## src/rtl/mem_port_arbiter_pkg.sv

```systemverilog
// rtl/mem_port_arbiter_pkg.sv - shared state encoding and grant codes for the memory port arbiter
package mem_arb_pkg;

    typedef enum logic [1:0] {
        IDLE,
        BUSY_I,
        BUSY_D
    } state_t;

    localparam logic GRANT_I = 1'b0;
    localparam logic GRANT_D = 1'b1;

endpackage

```

## src/rtl/mem_port_arbiter_if.sv

```systemverilog
// rtl/mem_port_arbiter_if.sv - fetch, data and memory handshake bundle seen by the arbiter
interface mem_port_arbiter_if #(
    parameter int ADDR_W = 32,
    parameter int DATA_W = 32,
    parameter int BE_W   = DATA_W / 8
);
    logic              i_read;
    logic [ADDR_W-1:0] i_address;
    logic [DATA_W-1:0] i_readdata;
    logic              i_waitrequest;

    logic              d_read;
    logic              d_write;
    logic [ADDR_W-1:0] d_address;
    logic [DATA_W-1:0] d_writedata;
    logic [BE_W-1:0]   d_byteenable;
    logic [DATA_W-1:0] d_readdata;
    logic              d_waitrequest;

    logic [ADDR_W-1:0] m_address;
    logic              m_read;
    logic              m_write;
    logic [DATA_W-1:0] m_writedata;
    logic [BE_W-1:0]   m_byteenable;
    logic [DATA_W-1:0] m_readdata;
    logic              m_waitrequest;

    // Arbiter view: consumes requests and memory responses, drives everything else.
    modport master (
        input  i_read, i_address,
        output i_readdata, i_waitrequest,
        input  d_read, d_write, d_address, d_writedata, d_byteenable,
        output d_readdata, d_waitrequest,
        output m_address, m_read, m_write, m_writedata, m_byteenable,
        input  m_readdata, m_waitrequest
    );

    modport slave (
        output i_read, i_address,
        input  i_readdata, i_waitrequest,
        output d_read, d_write, d_address, d_writedata, d_byteenable,
        input  d_readdata, d_waitrequest,
        input  m_address, m_read, m_write, m_writedata, m_byteenable,
        output m_readdata, m_waitrequest
    );
endinterface

```

## src/rtl/mem_port_arbiter_arb_pick.sv

```systemverilog
// rtl/mem_port_arbiter_arb_pick.sv - combinational I/D grant select; ARB_ROUND_ROBIN_EN selects round-robin
module arb_pick
    import mem_arb_pkg::*;
(
    input  logic req_i,
    input  logic req_d,
    input  logic last_grant,
    output logic grant
);
`ifdef ARB_ROUND_ROBIN_EN
    always_comb begin
        if (req_i && req_d) grant = (last_grant == GRANT_D) ? GRANT_I : GRANT_D;
        else                grant = req_d ? GRANT_D : GRANT_I;
    end
`else
    logic unused_last_grant;
    assign unused_last_grant = last_grant;

    // Value with no request is don't-care; the FSM only samples it when a request exists.
    assign grant = (req_i && !req_d) ? GRANT_I : GRANT_D;
`endif
endmodule

```

## src/rtl/mem_port_arbiter.sv

```systemverilog
// rtl/mem_port_arbiter.sv - shares one memory port between fetch and data; ARB_ROUND_ROBIN_EN enables fair arbitration
module mem_port_arbiter
    import mem_arb_pkg::*;
#(
    parameter int ADDR_W = 32,
    parameter int DATA_W = 32,
    parameter int BE_W   = DATA_W / 8
) (
    input  logic                 clk,
    input  logic                 reset,
    mem_port_arbiter_if.master   bus,
    output logic                 grant_data
);
    state_t            state_q, state_d;
    logic              grant_q, grant_d;
    logic [DATA_W-1:0] i_rdata_q, d_rdata_q;
    logic              req_i, req_d, pick, last_grant;
    logic              done_i, done_d;

    logic [ADDR_W-1:0] m_address;
    logic              m_read, m_write;
    logic [DATA_W-1:0] m_writedata;
    logic [BE_W-1:0]   m_byteenable;

    assign req_i  = bus.i_read;
    assign req_d  = bus.d_read | bus.d_write;
    assign done_i = (state_q == BUSY_I) && req_i && !bus.m_waitrequest;
    assign done_d = (state_q == BUSY_D) && req_d && !bus.m_waitrequest;

`ifdef ARB_ROUND_ROBIN_EN
    logic last_grant_q;
    always_ff @(posedge clk or posedge reset) begin
        if (reset)                              last_grant_q <= GRANT_I;
        else if (state_q == IDLE && (req_i || req_d)) last_grant_q <= pick;
    end
    assign last_grant = last_grant_q;
`else
    assign last_grant = GRANT_I;
`endif

    arb_pick u_pick (
        .req_i      (req_i),
        .req_d      (req_d),
        .last_grant (last_grant),
        .grant      (pick)
    );

    always_ff @(posedge clk or posedge reset) begin
        if (reset) begin
            state_q   <= IDLE;
            grant_q   <= GRANT_I;
            i_rdata_q <= '0;
            d_rdata_q <= '0;
        end else begin
            state_q <= state_d;
            grant_q <= grant_d;
            if (done_i) i_rdata_q <= bus.m_readdata;
            if (done_d) d_rdata_q <= bus.m_readdata;
        end
    end

    // The memory side is only driven from BUSY states, so reset drops strobes asynchronously.
    always_comb begin
        state_d      = state_q;
        grant_d      = grant_q;
        m_address    = '0;
        m_read       = 1'b0;
        m_write      = 1'b0;
        m_writedata  = '0;
        m_byteenable = '0;
        case (state_q)
            IDLE: begin
                if (req_i || req_d) begin
                    grant_d = pick;
                    state_d = (pick == GRANT_D) ? BUSY_D : BUSY_I;
                end
            end
            BUSY_I: begin
                m_address    = bus.i_address;
                m_read       = bus.i_read;
                m_byteenable = '1;
                if (!req_i || !bus.m_waitrequest) state_d = IDLE;
            end
            BUSY_D: begin
                m_address    = bus.d_address;
                m_read       = bus.d_read & ~bus.d_write;
                m_write      = bus.d_write;
                m_writedata  = bus.d_writedata;
                m_byteenable = bus.d_byteenable;
                if (!req_d || !bus.m_waitrequest) state_d = IDLE;
            end
            default: state_d = IDLE;
        endcase
    end

    assign bus.m_address     = m_address;
    assign bus.m_read        = m_read;
    assign bus.m_write       = m_write;
    assign bus.m_writedata   = m_writedata;
    assign bus.m_byteenable  = m_byteenable;

    assign bus.i_waitrequest = req_i & ~done_i;
    assign bus.d_waitrequest = req_d & ~done_d;
    assign bus.i_readdata    = done_i ? bus.m_readdata : i_rdata_q;
    assign bus.d_readdata    = done_d ? bus.m_readdata : d_rdata_q;
    assign grant_data        = grant_q;
endmodule

```

## src/flat_wrapper.sv

```systemverilog
// flat-port wrapper written by rule: the top's interface ports become plain ports
module mem_port_arbiter_flat import mem_arb_pkg::*;
#(
    parameter int ADDR_W = 32,
    parameter int DATA_W = 32,
    parameter int BE_W   = DATA_W / 8
)
  (clk, reset, grant_data, bus_i_read, bus_i_address, bus_i_readdata, bus_i_waitrequest, bus_d_read, bus_d_write, bus_d_address, bus_d_writedata, bus_d_byteenable, bus_d_readdata, bus_d_waitrequest, bus_m_address, bus_m_read, bus_m_write, bus_m_writedata, bus_m_byteenable, bus_m_readdata, bus_m_waitrequest);
  mem_port_arbiter_if #(.ADDR_W(ADDR_W), .DATA_W(DATA_W), .BE_W(BE_W)) bus_i ();
  input  logic clk;
  input  logic reset;
  output logic grant_data;
  input wire logic [$bits(bus_i.i_read)-1:0] bus_i_read;
  input wire logic [$bits(bus_i.i_address)-1:0] bus_i_address;
  output wire logic [$bits(bus_i.i_readdata)-1:0] bus_i_readdata;
  output wire logic [$bits(bus_i.i_waitrequest)-1:0] bus_i_waitrequest;
  input wire logic [$bits(bus_i.d_read)-1:0] bus_d_read;
  input wire logic [$bits(bus_i.d_write)-1:0] bus_d_write;
  input wire logic [$bits(bus_i.d_address)-1:0] bus_d_address;
  input wire logic [$bits(bus_i.d_writedata)-1:0] bus_d_writedata;
  input wire logic [$bits(bus_i.d_byteenable)-1:0] bus_d_byteenable;
  output wire logic [$bits(bus_i.d_readdata)-1:0] bus_d_readdata;
  output wire logic [$bits(bus_i.d_waitrequest)-1:0] bus_d_waitrequest;
  output wire logic [$bits(bus_i.m_address)-1:0] bus_m_address;
  output wire logic [$bits(bus_i.m_read)-1:0] bus_m_read;
  output wire logic [$bits(bus_i.m_write)-1:0] bus_m_write;
  output wire logic [$bits(bus_i.m_writedata)-1:0] bus_m_writedata;
  output wire logic [$bits(bus_i.m_byteenable)-1:0] bus_m_byteenable;
  input wire logic [$bits(bus_i.m_readdata)-1:0] bus_m_readdata;
  input wire logic [$bits(bus_i.m_waitrequest)-1:0] bus_m_waitrequest;
  assign bus_i.i_read = bus_i_read;
  assign bus_i.i_address = bus_i_address;
  assign bus_i_readdata = bus_i.i_readdata;
  assign bus_i_waitrequest = bus_i.i_waitrequest;
  assign bus_i.d_read = bus_d_read;
  assign bus_i.d_write = bus_d_write;
  assign bus_i.d_address = bus_d_address;
  assign bus_i.d_writedata = bus_d_writedata;
  assign bus_i.d_byteenable = bus_d_byteenable;
  assign bus_d_readdata = bus_i.d_readdata;
  assign bus_d_waitrequest = bus_i.d_waitrequest;
  assign bus_m_address = bus_i.m_address;
  assign bus_m_read = bus_i.m_read;
  assign bus_m_write = bus_i.m_write;
  assign bus_m_writedata = bus_i.m_writedata;
  assign bus_m_byteenable = bus_i.m_byteenable;
  assign bus_i.m_readdata = bus_m_readdata;
  assign bus_i.m_waitrequest = bus_m_waitrequest;
  mem_port_arbiter #(.ADDR_W(ADDR_W), .DATA_W(DATA_W), .BE_W(BE_W)) u_core (.clk(clk), .reset(reset), .bus(bus_i), .grant_data(grant_data));
endmodule
```

## config.mk

```make
export PLATFORM = sky130hd
export DESIGN_NAME = mem_port_arbiter_flat
export DESIGN_NICKNAME = d
export VERILOG_FILES = /design/src/rtl/mem_port_arbiter_pkg.sv /design/src/rtl/mem_port_arbiter_if.sv /design/src/rtl/mem_port_arbiter_arb_pick.sv /design/src/rtl/mem_port_arbiter.sv /design/src/flat_wrapper.sv
export SDC_FILE = /design/constraint.sdc
export NUM_CORES = 1
export LEC_CHECK = 0
export ABC_AREA = 1
export ABC_CLOCK_PERIOD_IN_PS = 2600
export CORE_AREA = 2 2 108 110
export DETAILED_ROUTE_END_ITERATION = 10
export DIE_AREA = 0 0 110 112
export PLACE_DENSITY_LB_ADDON = 0.15
export REMOVE_ABC_BUFFERS = 1
export SYNTH_ARGS = -nofsm -noshare
export SYNTH_HDL_FRONTEND = slang
export SYNTH_SLANG_ARGS = --single-unit
```

## constraint.sdc

```tcl
create_clock -name clk -period 2.6 [get_ports clk]
set_clock_uncertainty 0.2 [all_clocks]
set_input_delay 0.39 -clock clk [delete_from_list [all_inputs] [get_ports clk]]
set_output_delay 0.39 -clock clk [all_outputs]
set_load 0.01 [all_outputs]
```

==> results of run 1 <==
[power groups by stage]
stage | Sequential (mW) | Clock, mW | Combinational (mW)
2_1_floorplan | 1.58 | 0 | 1.49
6_report | 1.60 | 1.27 | 3.62
4_1_cts | 1.59 | 1.29 | 3.62
3_3_place_gp | 1.59 | 0 | 3.78
3_5_place_dp | 1.61 | 0 | 3.82
5_1_grt | 1.64 | 1.35 | 3.93
[cells in the final DEF (no fill, tap or decap), types with 2 or more instances in the layout]
master / Yosys / routed
nand2_1: 176 / 175
inv_1: 75 / 72
clkdlybuf4s15_1: 0 / 2
o21ai_2: 23 / 48
buf_4: 1 / 32
nor2_1: 7 / 6
nand3_1: 5 / 5
buf_6: 6 / 2
ha_4: 0 / 2
clkbuf_2: 1 / 30
dlygate4sd2_1: 0 / 43
buf_12: 0 / 9
bufinv_16: 0 / 2
clkbuf_1: 11 / 3
a21oi_1: 37 / 37
dlymetal6s2s_1: 0 / 3
o21ai_1: 9 / 16
clkbuf_16: 0 / 14
dfrtp_1: 67 / 67
inv_2: 1 / 3
clkdlybuf4s15_2: 0 / 4
ha_1: 4 / 2
buf_2: 4 / 21
clkdlybuf4s50_1: 0 / 171
[area by class of cell]
cell class	instances	area share, %
Clock inverter	2	0.857
Sequential cell	67	23.9
Clock buffer	13	3.57
Multi-Input combinational cell	296	21.6
Inverter	76	4.10
Tap cell	143	2.55
Timing Repair Buffer	323	43.4
[logic make-up after synthesis]
group	Yosys count	share of synthesized area, %
adder cells (fa/ha/maj)	4	1.43
buffers and inverters	104	12.8
AND/OR/NAND/NOR	191	20.9
flip-flops	67	48.0
AO/OA/AOI/OAI	101	16.9
[state kept, by name, summed over array words and instances (netlist names)]
register	cells
u_core.d_rdata_q	32
u_core.i_rdata_q	32
u_core.grant_data	1
u_core.state_q	2
[worst max path at each step]
stage	startpoint	to	slack (ns)	cells past startpoint
detailed placement	bus_i_read	bus_i_readdata[4]	-0.26	8
global placement	bus_i_read	bus_i_readdata[4]	-0.23	8
CTS	u_core.state_q[1]	bus_i_readdata[24]	-0.11	8
floorplan	u_core.state_q[1]	bus_i_readdata[0]	-0.80	6
global route	u_core.state_q[0]	bus_d_readdata[29]	-0.04	8
finish	u_core.state_q[0]	bus_d_readdata[10]	0.05	8
[stage by stage]
stage	instance area (um^2)	total power, mW	utilization [%]	setup slack, ns	setup TNS [ns]
5_1_grt	7010	6.92	62.7	-0.0447	-0.178
3_5_place_dp	6590	5.43	59.0	-0.257	-12.38
3_3_place_gp	6590	5.37	59.0	-0.231	-11.58
4_1_cts	6940	6.51	62.1	-0.111	-2.31
2_1_floorplan	3330	3.07	-	-0.804	-84.64
6_report	7010	6.49	62.7	0.0511	0
[critical path: cells and delay by family, from the launching register on]
kind,cells,cell delay [ns]
adders and majority gates,1,0.15
AOI/OAI and AO/OA,1,0.14
and+or+nand+nor,2,0.28
DFF,1,0.43
buffers and inverters,4,0.62
[metal layers]
layer	up-vias	track usage, %
met2	172	37.6
met3	29	7.90
li1	2033	-
met5	-	0
met1	1888	24.8
met4	8	8.27
[timing repair]
| action | 4_1_cts | 5_1_grt |
|---|---|---|
| gates resized for setup | 216 | 110 |
| cloned | 1 | 7 |
| setup endpoints to repair | 135 | 95 |
| pin swaps | 0 | 2 |
| setup buffers | 0 | 5 |
==> impl_metrics.env, run 1 <==
export IMPL_p_int_mw=4.04
export IMPL_wl_met3_mm=1.49
export IMPL_critPathLaunchType="flop"
export IMPL_grt_pass1_wl_mm=20.9
export IMPL_drive_gt1_share_pct=22.4
export IMPL_syn_area_um2=3490
export IMPL_dp_hpwl_mm=10.3
export IMPL_maxCapViolations=0
export IMPL_ant_nets=0
export IMPL_dp_cells=892
export IMPL_initial_utilization_pct=31.3
export IMPL_max_stage_delay_ns=0.43
export IMPL_initialDrtViolationCount=264
export IMPL_slew_limit_headroom_pct=73.3
export IMPL_die_area_um2=12300
export IMPL_hold_path_class="input pin to asynchronous set/reset pin"
export IMPL_cts_clk_slew_worst_paths_ns=0.05
export IMPL_io_pins=275
export IMPL_cts_root_buf="clkbuf_16"
export IMPL_gp_congestion=0.803
export IMPL_overflow=0
export IMPL_synth_cells=467
export IMPL_synthArstFlopShare_pct=100
export IMPL_clk_latency_ns=0.32
export IMPL_yosysMostFrequentCell="nand2_1"
export IMPL_regToRegEndpoint="u_core.d_rdata_q[31]"
export IMPL_synth_area_leaders="dfrtp_1 48%, nand2_1 19%, inv_1 8.1%"
export IMPL_ff_latch_area_um2=1680
export IMPL_maxUsedRoutingLayer="met5"
export IMPL_rsz0062_at_grt="yes"
export IMPL_multi_input_area_um2=1520
export IMPL_via_count=4130
export IMPL_cts_buffers=9
export IMPL_crit_required_ns=2.01
export IMPL_avgSynthCellArea_um2=7.48
export IMPL_stdcell_count=920
export IMPL_setup_viol=0
export IMPL_fmax_mhz=392
export IMPL_reg2reg_slack_ns=0.70
export IMPL_chipHeight_um=112
export IMPL_fillers=1005
export IMPL_drc=0
export IMPL_drt_met1_wl_mm=5.48
export IMPL_cpMaxStageDelayCell="dfrtp_1"
export IMPL_pwr_share_comb_pct=55.8
export IMPL_leakage_nw=3.70
export IMPL_synthTopCellsByCount="176 x nand2_1, 75 x inv_1, 67 x dfrtp_1, 37 x a21oi_1, 32 x o21ai_0"
export IMPL_slew_viol_final=0
export IMPL_ir_worst_vdd_mv=0.604
export IMPL_outcome="finished clean"
export IMPL_port_buffers=274
export IMPL_end_kind="output port"
export IMPL_reg2reg_depth=10
export IMPL_grt_max_degree=52
export IMPL_finalCritPeriodShare_pct=98.0
export IMPL_whs_ns=0.195
export IMPL_regToRegStartpoint="u_core.state_q[0]"
export IMPL_p_clk_share_pct=19.6
export IMPL_dr_wl_met2_mm=7.32
export IMPL_clock_path_buffers=2
export IMPL_cts_tree="done"
export IMPL_synth_top_area_share_pct=48.0
export IMPL_grt_usage_pct=22.0
export IMPL_syn2layout_area_growth_pct=101
export IMPL_sw_frac_of_total_pct=37.7
export IMPL_hold_buffers=0
export IMPL_wire_per_inst_um=15.9
export IMPL_synth_edf_count=0
export IMPL_synth_distinct_cells=20
export IMPL_ys_seq_area_share_pct=48.0
export IMPL_die_x_um=110
export IMPL_core_area_um2=11200
export IMPL_htreeDepth=3
export IMPL_rows=39
export IMPL_layout_min_cycle_time_ns=2.55
export IMPL_tightest_slew_ns=0.400
export IMPL_grt_pass1_vias=4066
export IMPL_n_antenna_cell=0
export IMPL_antenna_found_initial=4
export IMPL_yosysTopAreaCell="dfrtp_1"
export IMPL_ys_warn_count=0
export IMPL_detail_route_vias_per_cell=4.49
export IMPL_worstSetupPathType="flop to output port"
export IMPL_power_switching_mw=2.45
export IMPL_nNetsFinal=915
export IMPL_arrival_ns=1.96
export IMPL_power_frac_seq_pct=24.6
export IMPL_cts_sinks=67
export IMPL_path_cells="inv_2, ha_4, inv_1, nor2_4, nand2_8, buf_12, o21ai_2, clkdlybuf4s15_2"
export IMPL_path_max_fanout=23
export IMPL_ys_ff_latch=67
export IMPL_drt_pass1_iter_count=4
export IMPL_power_density_nw_per_um2=926
export IMPL_hold_violations=0
export IMPL_synth_ff_type="dfrtp_1"
export IMPL_drt_wl_total_mm=14.6
Power figures use the tool's default switching activity.
==> run 2: changes to the inputs <==
Settings changed: GPL_TIMING_DRIVEN from default to 0.
==> run 2 against run 1 <==
- clock-buffer cell count unchanged
- utilization up 0.27 points
- fmax down 0.44%
- sequential power about the same
- critical path type is now input pin to output port
- critical endpoint is now bus_i_readdata[22]
- largest cell class unchanged
==> impl_metrics.env, run 2 (synthesized netlist as in run 1, its figures left out) <==
export IMPL_path_max_fanout=9
export IMPL_antenna_found_initial=0
export IMPL_grt_pass1_wl_mm=23.5
export IMPL_hold_violations=0
export IMPL_drt_wl_total_mm=15.7
export IMPL_via_count=4195
export IMPL_cts_sinks=67
export IMPL_grt_max_degree=45
export IMPL_whs_ns=0.232
export IMPL_end_kind="output port"
export IMPL_n_antenna_cell=0
export IMPL_slew_viol_final=0
export IMPL_drive_gt1_share_pct=24.0
export IMPL_reg2reg_depth=9
export IMPL_setup_tns_ns=0
export IMPL_overflow=0
export IMPL_dp_hpwl_mm=9.76
export IMPL_finalCritPeriodShare_pct=98.5
export IMPL_clock_path_buffers=2
export IMPL_fin_ws_ns=0.0399
export IMPL_worstSetupPathType="input pin to output port"
export IMPL_initial_utilization_pct=31.3
export IMPL_dp_cells=858
export IMPL_hold_path_class="input pin to asynchronous set/reset pin"
export IMPL_setup_viol=0
export IMPL_maxCapViolations=0
export IMPL_arrival_ns=1.97
export IMPL_final_common_cell="nand2_1"
export IMPL_layout_min_cycle_time_ns=2.56
export IMPL_gp_congestion=0.860
export IMPL_clk_latency_ns=0.32
export IMPL_chipHeight_um=112
export IMPL_leakage_nw=3.95
export IMPL_stdcell_count=921
export IMPL_htreeDepth=3
export IMPL_die_area_um2=12300
export IMPL_wire_per_inst_um=17.1
export IMPL_grt_pass1_vias=4304
export IMPL_ir_worst_vdd_mv=0.632
export IMPL_port_buffers=274
export IMPL_rsz0062_at_grt="yes"
export IMPL_nNetsFinal=918
export IMPL_core_area_um2=11200
export IMPL_cts_tree="done"
export IMPL_drt_pass1_iter_count=4
export IMPL_die_x_um=110
export IMPL_critPathLaunchType="input pin"
export IMPL_cts_buffers=9
export IMPL_power_density_nw_per_um2=884
export IMPL_fmax_mhz=391
export IMPL_tightest_slew_ns=0.587
export IMPL_reg_top3="u_core.d_rdata_q (32), u_core.i_rdata_q (32), u_core.state_q (2)"
export IMPL_cts_clk_slew_worst_paths_ns=0.05
export IMPL_initialDrtViolationCount=183
export IMPL_dp_slack_ns=-1.35
export IMPL_hold_buffers=0
export IMPL_io_pins=275
export IMPL_outcome="finished clean"
export IMPL_slew_limit_headroom_pct=60.9
export IMPL_syn2layout_area_growth_pct=102
export IMPL_reg2reg_slack_ns=0.82
export IMPL_drc=0
export IMPL_ant_nets=0
export IMPL_detail_route_vias_per_cell=4.55
export IMPL_crit_required_ns=2.01
export IMPL_mostFrequentLayoutCells="171 x nand2_1, 149 x clkdlybuf4s50_1, 72 x inv_1"
export IMPL_grt_usage_pct=25.4
export IMPL_cts_root_buf="clkbuf_16"
export IMPL_rows=39
run 2: changes by cell type in the layout (fill, tap and decap cells not counted), sizes merged, moves of 3 or more:
cell and change:
buf +13, clkbuf -10, clkdlybuf4s15 -3, clkdlybuf4s50 -22
dlymetal6s2s +19, or2 +6
run 2: final timing paths:
kind | start | to
setup / recovery | bus_i_read | bus_i_readdata[22]
hold / removal | reset | u_core.d_rdata_q[15]
setup reg to reg | u_core.state_q[0] | u_core.d_rdata_q[25]
hold reg to reg | u_core.d_rdata_q[6] | u_core.d_rdata_q[6]
max in group asynchronous | reset | u_core.d_rdata_q[28]
min in group clk | u_core.d_rdata_q[6] | u_core.d_rdata_q[6]
run 2: what timing repair did:
| item | CTS | global route |
|---|---|---|
| setup buffers | 37 | 5 |
| gates cloned | 8 | 0 |
| gates resized for setup | 302 | 93 |
| setup endpoints to repair | 200 | 94 |
| pin swaps | 9 | 5 |
run 2: layout make-up:
| cell class | count | area, um^2 |
|---|---|---|
| well taps | 143 | 179 |
| multi-input cells | 303 | 1650 |
| repair buffers | 319 | 2990 |
| inverters | 76 | 290 |
| fillers | 1038 | 4130 |
| flip-flops and latches | 67 | 1680 |
| clock buffers | 13 | 250 |
run 2: worst max-delay path: stages:
cell	delay, ns
clkdlybuf4s50_1	0.63
nand2_8	0.12
or2_4	0.31
buf_12	0.15
nand2_1	0.05
o21ai_1	0.07
clkdlybuf4s15_1	0.24
run 2: through the flow:
stage	util (%)	area, um^2	power, mW
after floorplan	-	3330	3.07
after global placement	56.0	6250	5.08
after detailed placement	56.4	6300	5.17
after CTS	63.0	7040	6.31
after global routing	63.0	7040	6.65
final	63.0	7040	6.22
run 2: power breakdown:
part / switching (mW) / leakage [nW] / total [mW] / internal, mW
Combinational: 1.97 / 2.97 / 3.58 / 1.62
Clock: 0.385 / 0.122 / 1.04 / 0.654
Sequential: 0.131 / 0.856 / 1.60 / 1.47
Total: 2.48 / 3.95 / 6.22 / 3.74
run 2: layer usage:
layer  GRT usage [%]  part of all wire, %  vias up
met5               0                    0        -
met1            28.7                   38     1937
met4            12.8                  3.5        0
met3            9.02                   10       34
met2            41.8                   49      177
li1                -                    -     2047
==> run 3: changes to the inputs <==
Settings changed: SLEW_MARGIN from default to 20.
==> run 3 against run 2 <==
- largest power group unchanged
- power grew 6.0%
- critical path type is now flop to output port
- via count shrank 2.1%
- hold slack got worse by 0.067 ns
- utilization rose by 0.65 points
- fmax increased by 0.48%
- sequential power barely moved
- clock-buffer cell count fell by 2
- final cell count shrank 1.4%
- critical endpoint is now bus_i_readdata[11]
- flip-flop and latch count stayed put
- global-route usage is 2.0 points lower
- highest routed layer unchanged
==> impl_metrics.env, run 3 (synthesized netlist as in run 1, its figures left out) <==
export IMPL_placed_cell_area_um2=6340
export IMPL_detail_route_vias_per_cell=4.52
export IMPL_initial_utilization_pct=31.3
export IMPL_layout_min_cycle_time_ns=2.55
export IMPL_cp_num_buf_inv=3
export IMPL_cts_sinks=67
export IMPL_dp_slack_ns=-0.972
export IMPL_slew_limit_headroom_pct=74.9
export IMPL_initialDrtViolationCount=243
export IMPL_fin_area_um2=7110
export IMPL_hold_violations=0
export IMPL_tightest_slew_ns=0.376
export IMPL_clk_latency_ns=0.32
export IMPL_wl_met3_mm=1.62
export IMPL_arrival_ns=1.96
export IMPL_path_delay_family="buffers and inverters"
export IMPL_nNetsFinal=902
export IMPL_hold_path_class="input pin to asynchronous set/reset pin"
export IMPL_fmax_mhz=393
export IMPL_path_cells="inv_2, ha_4, nand2_4, or2_4, bufbuf_16, o21ai_2, buf_2"
export IMPL_via_count=4105
export IMPL_leakage_nw=3.89
export IMPL_maxCapViolations=0
export IMPL_critPathLaunchType="flop"
export IMPL_gp_congestion=0.860
export IMPL_slew_viol_final=0
export IMPL_n_antenna_cell=0
export IMPL_wire_per_inst_um=16.2
export IMPL_fin_ws_ns=0.0523
export IMPL_grt_pass1_vias=4041
export IMPL_drive_gt1_share_pct=22.4
export IMPL_cpMaxStageDelayCell="dfrtp_2"
export IMPL_syn2layout_area_growth_pct=104
export IMPL_outcome="finished clean"
export IMPL_drt_wl_total_mm=14.7
export IMPL_rsz0062_at_grt="yes"
export IMPL_clock_path_buffers=2
export IMPL_finalCritPeriodShare_pct=98.0
export IMPL_cts_buffers=9
export IMPL_htreeDepth=3
export IMPL_drt_pass1_iter_count=4
export IMPL_ir_worst_vdd_mv=0.628
export IMPL_reg_top3="u_core.d_rdata_q (32), u_core.i_rdata_q (32), u_core.state_q (2)"
export IMPL_rows=39
export IMPL_core_area_um2=11200
export IMPL_max_stage_delay_ns=0.42
export IMPL_final_common_cell="nand2_1"
export IMPL_grt_max_degree=49
export IMPL_ff_latch_area_um2=1680
export IMPL_end_kind="output port"
export IMPL_setup_viol=0
export IMPL_cts_tree="done"
export IMPL_grt_pass1_wl_mm=21.8
export IMPL_dp_hpwl_mm=9.81
export IMPL_die_area_um2=12300
export IMPL_mostFrequentLayoutCells="163 x nand2_1, 153 x clkdlybuf4s50_1, 71 x inv_1"
export IMPL_drt_met1_wl_mm=5.39
export IMPL_path_max_fanout=17
export IMPL_dr_wl_met2_mm=7.39
export IMPL_grt_usage_pct=23.4
export IMPL_crit_required_ns=2.01
export IMPL_chipHeight_um=112
export IMPL_port_buffers=274
export IMPL_antenna_found_initial=0
export IMPL_hold_buffers=0
export IMPL_die_x_um=110
export IMPL_cts_clk_slew_worst_paths_ns=0.05
export IMPL_power_density_nw_per_um2=928
export IMPL_reg2reg_slack_ns=0.81
export IMPL_drc=0
export IMPL_ant_nets=0
export IMPL_fillers=1010
export IMPL_cts_root_buf="clkbuf_16"
export IMPL_multi_input_area_um2=1620
export IMPL_overflow=0
export IMPL_maxUsedRoutingLayer="met4"
export IMPL_io_pins=275
export IMPL_worstSetupPathType="flop to output port"
==> run 3: cell types whose count changed in the layout (fill, tap and decap cells not counted), moves of 7 or more <==
cell,change
buf_2,+10
buf_4,-14
clkbuf_2,-24
nand2_1,-8
nand2_2,+8
o21ai_1,+7
o21ai_2,-9
==> run 3: layer usage <==
| metal | up-vias | GRT usage [%] |
|---|---|---|
| li1 | 2023 | - |
| met1 | 1875 | 26.8 |
| met2 | 184 | 40.4 |
| met3 | 23 | 7.44 |
| met4 | 0 | 8.52 |
| met5 | - | 0 |
==> run 3: power by group <==
group / total [mW] / switching [mW] / leakage (nW) / internal, mW
sequential: 1.61 / 0.136 / 0.854 / 1.47
combinational: 3.68 / 1.94 / 2.87 / 1.74
clock: 1.31 / 0.427 / 0.165 / 0.885
==> run 3: stage by stage <==
step	cells	util, %	TNS [ns]	hold slack, ns	power, mW
global placement	856	56.0	-296.13	0.253	5.08
floorplan	439	-	-84.64	0.270	3.07
global route	908	63.7	-0.101	0.188	7.03
finish	908	63.7	0	0.165	6.60
CTS	905	62.1	0	0.166	6.53
detailed placement	859	56.7	-46.18	0.258	5.17
==> run 3: cell type report <==
type                            count  share of cell area [%]
Timing Repair Buffer              307                    42.4
Sequential cell                    67                    23.6
Multi-Input combinational cell    299                    22.7
Clock inverter                      5                    1.06
Clock buffer                       11                    3.55
Inverter                           76                    4.12
Tap cell                          143                    2.51
==> run 3: worst paths after layout <==
| check | start | end | cells after the start |
|---|---|---|---|
| worst max-delay path | u_core.state_q[1] | bus_i_readdata[11] | 7 |
| worst min-delay path | reset | u_core.i_rdata_q[26] | 2 |
| worst max register to register | u_core.state_q[1] | u_core.i_rdata_q[12] | 7 |
| worst min register to register | u_core.i_rdata_q[27] | u_core.i_rdata_q[27] | 2 |
| max in group asynchronous | reset | u_core.i_rdata_q[6] | 3 |
| min in group clk | u_core.i_rdata_q[27] | u_core.i_rdata_q[27] | 2 |
==> run 3: repair_timing <==
action,CTS,global route
gates cloned,7,0
setup endpoints to repair,154,87
setup buffers,23,3
gates resized for setup,330,61
pin swaps,5,4
==> run 3: worst register-to-register path, cell delays in order (launching register included) <==
cell and delay, ns:
dfrtp_2 0.42, inv_2 0.08, ha_4 0.16, nand2_4 0.08
or2_4 0.28, bufbuf_16 0.31, nand2_2 0.08, o21ai_4 0.07
